==> config.mk <==
export PLATFORM = sky130hd
export DESIGN_NAME = vga_fb_arbiter
export DESIGN_NICKNAME = d
export VERILOG_FILES = /design/src/rtl/vga_fb_arbiter.sv
export SDC_FILE = /design/constraint.sdc
export NUM_CORES = 1
export LEC_CHECK = 0
export ABC_AREA = 0
export CAP_MARGIN = 20
export CORE_MARGIN = 5
export CORE_UTILIZATION = 30
export CTS_CLUSTER_SIZE = 30
export DETAILED_ROUTE_END_ITERATION = 10
export PLACE_DENSITY = 0.7
export SLEW_MARGIN = 25
export SYNTH_ARGS = -nofsm -noshare
export SYNTH_HDL_FRONTEND = slang
export SYNTH_SLANG_ARGS = --single-unit
==> constraint.sdc <==
create_clock -name pclk -period 3.9 [get_ports pclk]
set_input_delay 0.39 -clock pclk [delete_from_list [all_inputs] [get_ports pclk]]
set_output_delay 0.39 -clock pclk [all_outputs]
set_load 0.1 [all_outputs]
==> src/rtl/vga_fb_arbiter.sv <==
// Frame-buffer arbiter: display reads the front bank, the writer fills the back bank.
// Banks swap on the vsync fall that follows a completed frame.
module vga_fb_arbiter #(
  parameter int IMG_W = 320,
  parameter int IMG_H = 240,
  parameter int AW    = 17,
  parameter int DW    = 8
) (
  input  logic          pclk,
  input  logic          reset,
  input  logic          valid,
  input  logic [9:0]    h_cnt,
  input  logic [9:0]    v_cnt,
  input  logic          hsync_in,
  input  logic          vsync_in,
  input  logic          wr_req,
  input  logic [AW-1:0] wr_addr,
  input  logic [DW-1:0] wr_data,
  output logic          wr_gnt,
  input  logic          frame_done,
  output logic          swap_done,
  output logic          front_bank,
  output logic          mem_en,
  output logic          mem_we,
  output logic [AW:0]   mem_addr,
  output logic [DW-1:0] mem_wdata,
  input  logic [DW-1:0] mem_rdata,
  output logic          pix_valid,
  output logic [DW-1:0] pix_data,
  output logic          hsync_out,
  output logic          vsync_out
);

  typedef enum logic {SHOW = 1'b0, PEND = 1'b1} state_t;

  localparam logic [AW:0] NPIX = (AW+1)'(IMG_W * IMG_H);

  state_t        state_q, state_d;
  logic          front_q, front_d;
  logic          swap_q, swap_d;
  logic          pv_q, pv_d;
  logic          hs_q, hs_d;
  logic          vs_q, vs_d;
  logic          img_q, img_d;
  logic          in_img;
  logic          wr_ok;
  logic          vs_fall;
  logic [AW-1:0] rd_off;

  always_comb begin
    in_img = valid
           & (32'(h_cnt) < 32'(IMG_W))
           & (32'(v_cnt) < 32'(IMG_H));
    rd_off = AW'(32'(v_cnt) * 32'(IMG_W)
           + 32'(h_cnt));
    wr_ok   = {1'b0, wr_addr} < NPIX;
    vs_fall = vs_q & ~vsync_in;
  end

  // Reads never stall; out-of-range writes are acked but dropped.
  always_comb begin
    wr_gnt = reset & wr_req & ~in_img
           & (state_q == SHOW);
    mem_en = reset & (in_img | (wr_gnt & wr_ok));
    mem_we = reset & wr_gnt & wr_ok;
    mem_addr = in_img ? {front_q, rd_off}
                      : {~front_q, wr_addr};
    mem_wdata = wr_data;
  end

  always_comb begin
    state_d = state_q;
    front_d = front_q;
    swap_d  = 1'b0;
    pv_d    = valid;
    hs_d    = hsync_in;
    vs_d    = vsync_in;
    img_d   = in_img;
    unique case (state_q)
      SHOW: begin
        if (frame_done) state_d = PEND;
      end
      PEND: begin
        if (vs_fall) begin
          state_d = SHOW;
          front_d = ~front_q;
          swap_d  = 1'b1;
        end
      end
      default: state_d = SHOW;
    endcase
  end

  always_ff @(posedge pclk or negedge reset) begin
    if (!reset) begin
      state_q <= SHOW;
      front_q <= 1'b0;
      swap_q  <= 1'b0;
      pv_q    <= 1'b0;
      hs_q    <= 1'b0;
      vs_q    <= 1'b0;
      img_q   <= 1'b0;
    end else begin
      state_q <= state_d;
      front_q <= front_d;
      swap_q  <= swap_d;
      pv_q    <= pv_d;
      hs_q    <= hs_d;
      vs_q    <= vs_d;
      img_q   <= img_d;
    end
  end

  assign front_bank = front_q;
  assign swap_done  = swap_q;
  assign pix_valid  = pv_q;
  assign hsync_out  = hs_q;
  assign vsync_out  = vs_q;
  assign pix_data   = img_q ? mem_rdata : '0;

endmodule

; ---- Yosys cells after proc, flatten, opt, wreduce, memory -nomap -nowiden
; Cells that the tools add are included.
[totals]
register_bits = 7
in_bits = 60
output_inout_bits = 42
word_cells = 35
[op_classes]
n_addsub = 1
mul = 1
order_cmp = 3
muxes = 7
bitwise_logic = 15
n_reduce_logical = 1
[op_table]
columns = operator, count
row1 = $mux W18, 1
row2 = $add A17 B10 Y17, 1
row3 = $lt A17 B17 Y1 const B, 1
row4 = $mul A10 B3 Y11 const B, 1
row5 = $and A1 B1 Y1, 10
row6 = $lt A10 B8 Y1 const B, 1
row7 = $lt A10 B9 Y1 const B, 1
row8 = $mux W8, 1
row9 = $mux W1, 4
row10 = $not A1 Y1, 4
row11 = $pmux W1 S2, 1
row12 = $reduce_and A2 Y1, 1
row13 = $or A1 B1 Y1, 1

; ---- Depth between registers and ports, before layout
[depth]
depth_word = 9
ltp_mapped = 9
mapped_depth_nobuf = 9

; ---- Worst setup path after synthesis
; Ideal clock, no wire load.
[synth_timing]
path_kind = in2out
start = input port v_cnt[1]
end = output port mem_addr[12]
arrival_time_ns = 3.937
required_time_ns = 3.510
setup_slack_ns = -0.427
path_stages = 8
n_path_buf = 0
path_cell_list = ha_1 > ha_1 > fa_1 > xor2_1 > nand2_1 > nor2_1 > xnor2_1 > o21ai_0
[synth_between]
elab_chain_len = 3
word_cells_on_any_way = 5
classes_between = add/sub: 1 / mul: 1 / order compare: 1 / mux: 1 / bitwise: 1
[synth_lines]
columns = item, line_no
row1 = start: declaration, 13  ; input logic [9:0] v_cnt,
row2 = $mul A10 B3 Y11 or $lt A10 B8 Y1 (tied branches), "54, 53"
row3 = $add A17 B10 Y17 or $and A1 B1 Y1 (tied branches), "55, 53"
row4 = $mux W18 (*), 66  ; mem_addr = in_img ? {front_q, rd_off}
row5 = end: declaration, 25  ; output logic [AW:0] mem_addr,
; Mark *: on every way between the ends. The rest lies on a longest branch, timed or not.

; ---- Worst setup path after layout
[layout_timing]
start = input port v_cnt[3]
end = output port mem_addr[16]
; Same word-level chain as after synthesis.

==> impl_metrics.env <==
export IMPL_diodes=0
export IMPL_area_growth_synth_to_final_pct=75.3
export IMPL_synthArstFlopShare_pct=100
export IMPL_ys_top_cells_by_area="ha_1 (18%), dfrtp_1 (13%), nand2_1 (9.2%)"
export IMPL_synthesis_nets=253
export IMPL_cp_required_ns=3.51
export IMPL_initial_utilization_pct=31.0
export IMPL_grt_max_degree=29
export IMPL_synth_top_family_by_area="simple AND/OR/NAND/NOR gates"
export IMPL_hpwl_um=3680
export IMPL_drt_antenna_violating_nets=0
export IMPL_cts_tree="built"
export IMPL_hold_viol=0
export IMPL_yosysWarnings=0
export IMPL_routabilityCongestion=0.755
export IMPL_layout_drive_gt1_share_pct=19.7
export IMPL_firstDrtPassIters=4
export IMPL_max_cap_violations=0
export IMPL_clock_sinks=7
export IMPL_design_area_um2=2370
export IMPL_path_cells="clkdlybuf4s50_1 -> ha_1 -> ha_4 -> fa_2 -> a211o_1 -> a2111o_1 -> o311ai_4 -> nand4_4 -> or4_1 -> nand4_1 -> buf_12"
export IMPL_ir_drop_mv=0.131
export IMPL_via_per_inst=4.92
export IMPL_vias=1529
export IMPL_coreArea_um2=4350
export IMPL_cp_max_fo=4
export IMPL_power_leakage_nw=1.07
export IMPL_ios=102
export IMPL_num_rows=24
export IMPL_relSlewSlack_pct=33.2
export IMPL_numCtsBuffers=3
export IMPL_dpl_cell_count=306
export IMPL_overflow=0
export IMPL_routed_wl_um=4250
export IMPL_crit_type="in2out"
export IMPL_placed_area_um2=2290
export IMPL_drc=0
export IMPL_setup_violations_final=0
export IMPL_ys_flop_type="dfrtp_1"
export IMPL_slew_violations=0
export IMPL_yosysUniqueCellTypes=46
export IMPL_grt_pass1_vias=1513
export IMPL_die_h_um=77.1
export IMPL_critPathBufInv=2
export IMPL_timing_fmax_ghz=0.262
export IMPL_synth_edf_count=0
export IMPL_synth_area_per_cell_um2=7.86
export IMPL_dieArea_um2=5950
export IMPL_ys_ff_latch=7
export IMPL_r2r_cells=2
export IMPL_clockRootBuffer="clkbuf_8"
export IMPL_min_path_type="in2async"
export IMPL_antenna_found_initial=0
export IMPL_synth_compound_area_share_pct=18.6
export IMPL_drtIter0Drc=58
export IMPL_synthSimpleGateAreaFrac_pct=31.6
export IMPL_postSynthCellCount=172
export IMPL_worstMarginPinSlew_ns=0.999
export IMPL_wire_per_inst_um=13.6
export IMPL_nFillCells=402
export IMPL_fin_cells=311
export IMPL_ctsHtreeMaxLevel=1
export IMPL_synth_common_cells="nand2_1 (33), ha_1 (19), nor2_1 (11), and2_1 (9), xor2_1 (9)"
export IMPL_yosys_area_top_type="ha_1"
export IMPL_ys_seq_area_share_pct=13.0
export IMPL_io_buffers=85
export IMPL_timing_rr_start="state_q"
export IMPL_multi_input_area_um2=1110
export IMPL_synth_xor_area_share_pct=7.78
export IMPL_cp_top_family="compound AO/OA/AOI/OAI gates"
export IMPL_status="finished clean"
export IMPL_fin_tns_setup_ns=0
export IMPL_synthMuxAreaShare_pct=1.57
export IMPL_grt_use_total_pct=13.9
export IMPL_critical_path_arrival_ns=3.43
export IMPL_final_seq_area_um2=175
export IMPL_nets=341
export IMPL_cpPeakStageDelay_ns=0.45
export IMPL_fin_crit_ns=3.82
export IMPL_min_period_over_period_pct=98.0
export IMPL_grt_pass1_wl_um=7030
export IMPL_dieWidth_um=77.1
export IMPL_cts_hold_buf=0
export IMPL_synthAdderAreaFrac_pct=20.6
export IMPL_ctsLongestPathBuffers=2
export IMPL_post_synth_top_count_cell="nand2_1"
export IMPL_insertion_delay_ns=0.22
export IMPL_start_kind="input port"
export IMPL_power_density_nw_per_um2=309
export IMPL_synth_top_cell_area_share_pct=17.6
export IMPL_cp_slowest_cell="clkdlybuf4s50_1"
export IMPL_r2r_end="front_bank"
export IMPL_synth_area_um2=1350
export IMPL_cts_clk_slew_worst_paths_ns=0.04
export IMPL_end_kind="output port"
export IMPL_clock_skew_ns=0.00127
export IMPL_reg2reg_setup_slack_ns=3.15
==> stage by stage <==
step | total power, mW | worst slack, ns | utilization [%] | hold WS (ns)
after floorplan | 0.494 | 0.0296 | - | 0.0944
after global placement | 0.616 | -0.00530 | 52.6 | 0.515
after detailed placement | 0.620 | -0.0352 | 52.6 | 0.527
after CTS | 0.731 | 0.0329 | 54.0 | 0.452
after global routing | 0.777 | -0.0168 | 54.4 | 0.490
final | 0.731 | 0.0799 | 54.4 | 0.456
==> cells by family after synthesis <==
kind of cell / Yosys count
muxes: 2
buffers and inverters: 17
adders and majority gates: 21
DFF: 7
xor gates and xnor gates: 12
and+or+nand+nor: 78
AOI/OAI and AO/OA: 35
==> worst register-to-register path, delay by kind of cell, from the launching register on <==
family / cells / cell delay, ns
AND/OR/NAND/NOR: 1 / 0.13
XOR/XNOR: 1 / 0.14
flip-flops: 1 / 0.37
==> per-layer routing <==
metal / share of wire, % / track usage (%)
met1: 43 / 17.3
met2: 47 / 24.0
met3: 9.0 / 3.86
met4: 0.94 / 2.41
met5: 0 / 0
==> state kept, by name, indices dropped and copies added, names as in the netlist <==
name / count
vsync_out: 1
front_bank: 1
swap_done: 1
img_q: 1
pix_valid: 1
hsync_out: 1
state_q: 1
==> cells in the final DEF, fill, tap and decap left out, types with 4 or more instances in the layout <==
cell type,instances
buf_12,7
o21ai_1,6
inv_1,6
a21oi_1,7
nor2b_1,4
o21ai_0,4
and2_1,9
ha_1,18
nand2_1,33
dfrtp_1,7
xor2_1,9
nor2_1,11
buf_4,22
clkdlybuf4s50_1,64
==> worst max-delay path by stage <==
stage | from | endpoint | slack [ns] | depth (start not counted)
global route | v_cnt[3] | mem_addr[16] | -0.02 | 11
floorplan | v_cnt[1] | mem_addr[13] | 0.03 | 9
CTS | v_cnt[1] | mem_addr[16] | 0.03 | 11
detailed placement | v_cnt[1] | mem_addr[16] | -0.04 | 11
global placement | v_cnt[1] | mem_addr[16] | -0.005 | 11
finish | v_cnt[3] | mem_addr[16] | 0.08 | 11
==> where the power goes <==
group          leakage, nW  switching (mW)  total [mW]  internal (mW)
sequential          0.0843         0.00896      0.0909         0.0820
clock               0.0228          0.0298       0.100         0.0706
combinational        0.966           0.347       0.540          0.193
total                 1.07           0.386       0.731          0.345
==> timing repair <==
action / 4_1_cts / 5_1_grt
pin swaps: 2 / 6
buffers inserted: 0 / 1
gates resized for setup: 3 / 1
endpoints found under the setup margin: 1 / 1
==> final cells by class <==
type	count	share of cell area, %
clock buffer	4	1.90
multi-input combinational	148	46.9
sequential	7	7.40
inverter	7	1.11
timing repair buffer	93	39.9
tap	52	2.75
Note: power is estimated with default switching activity, not from simulation.
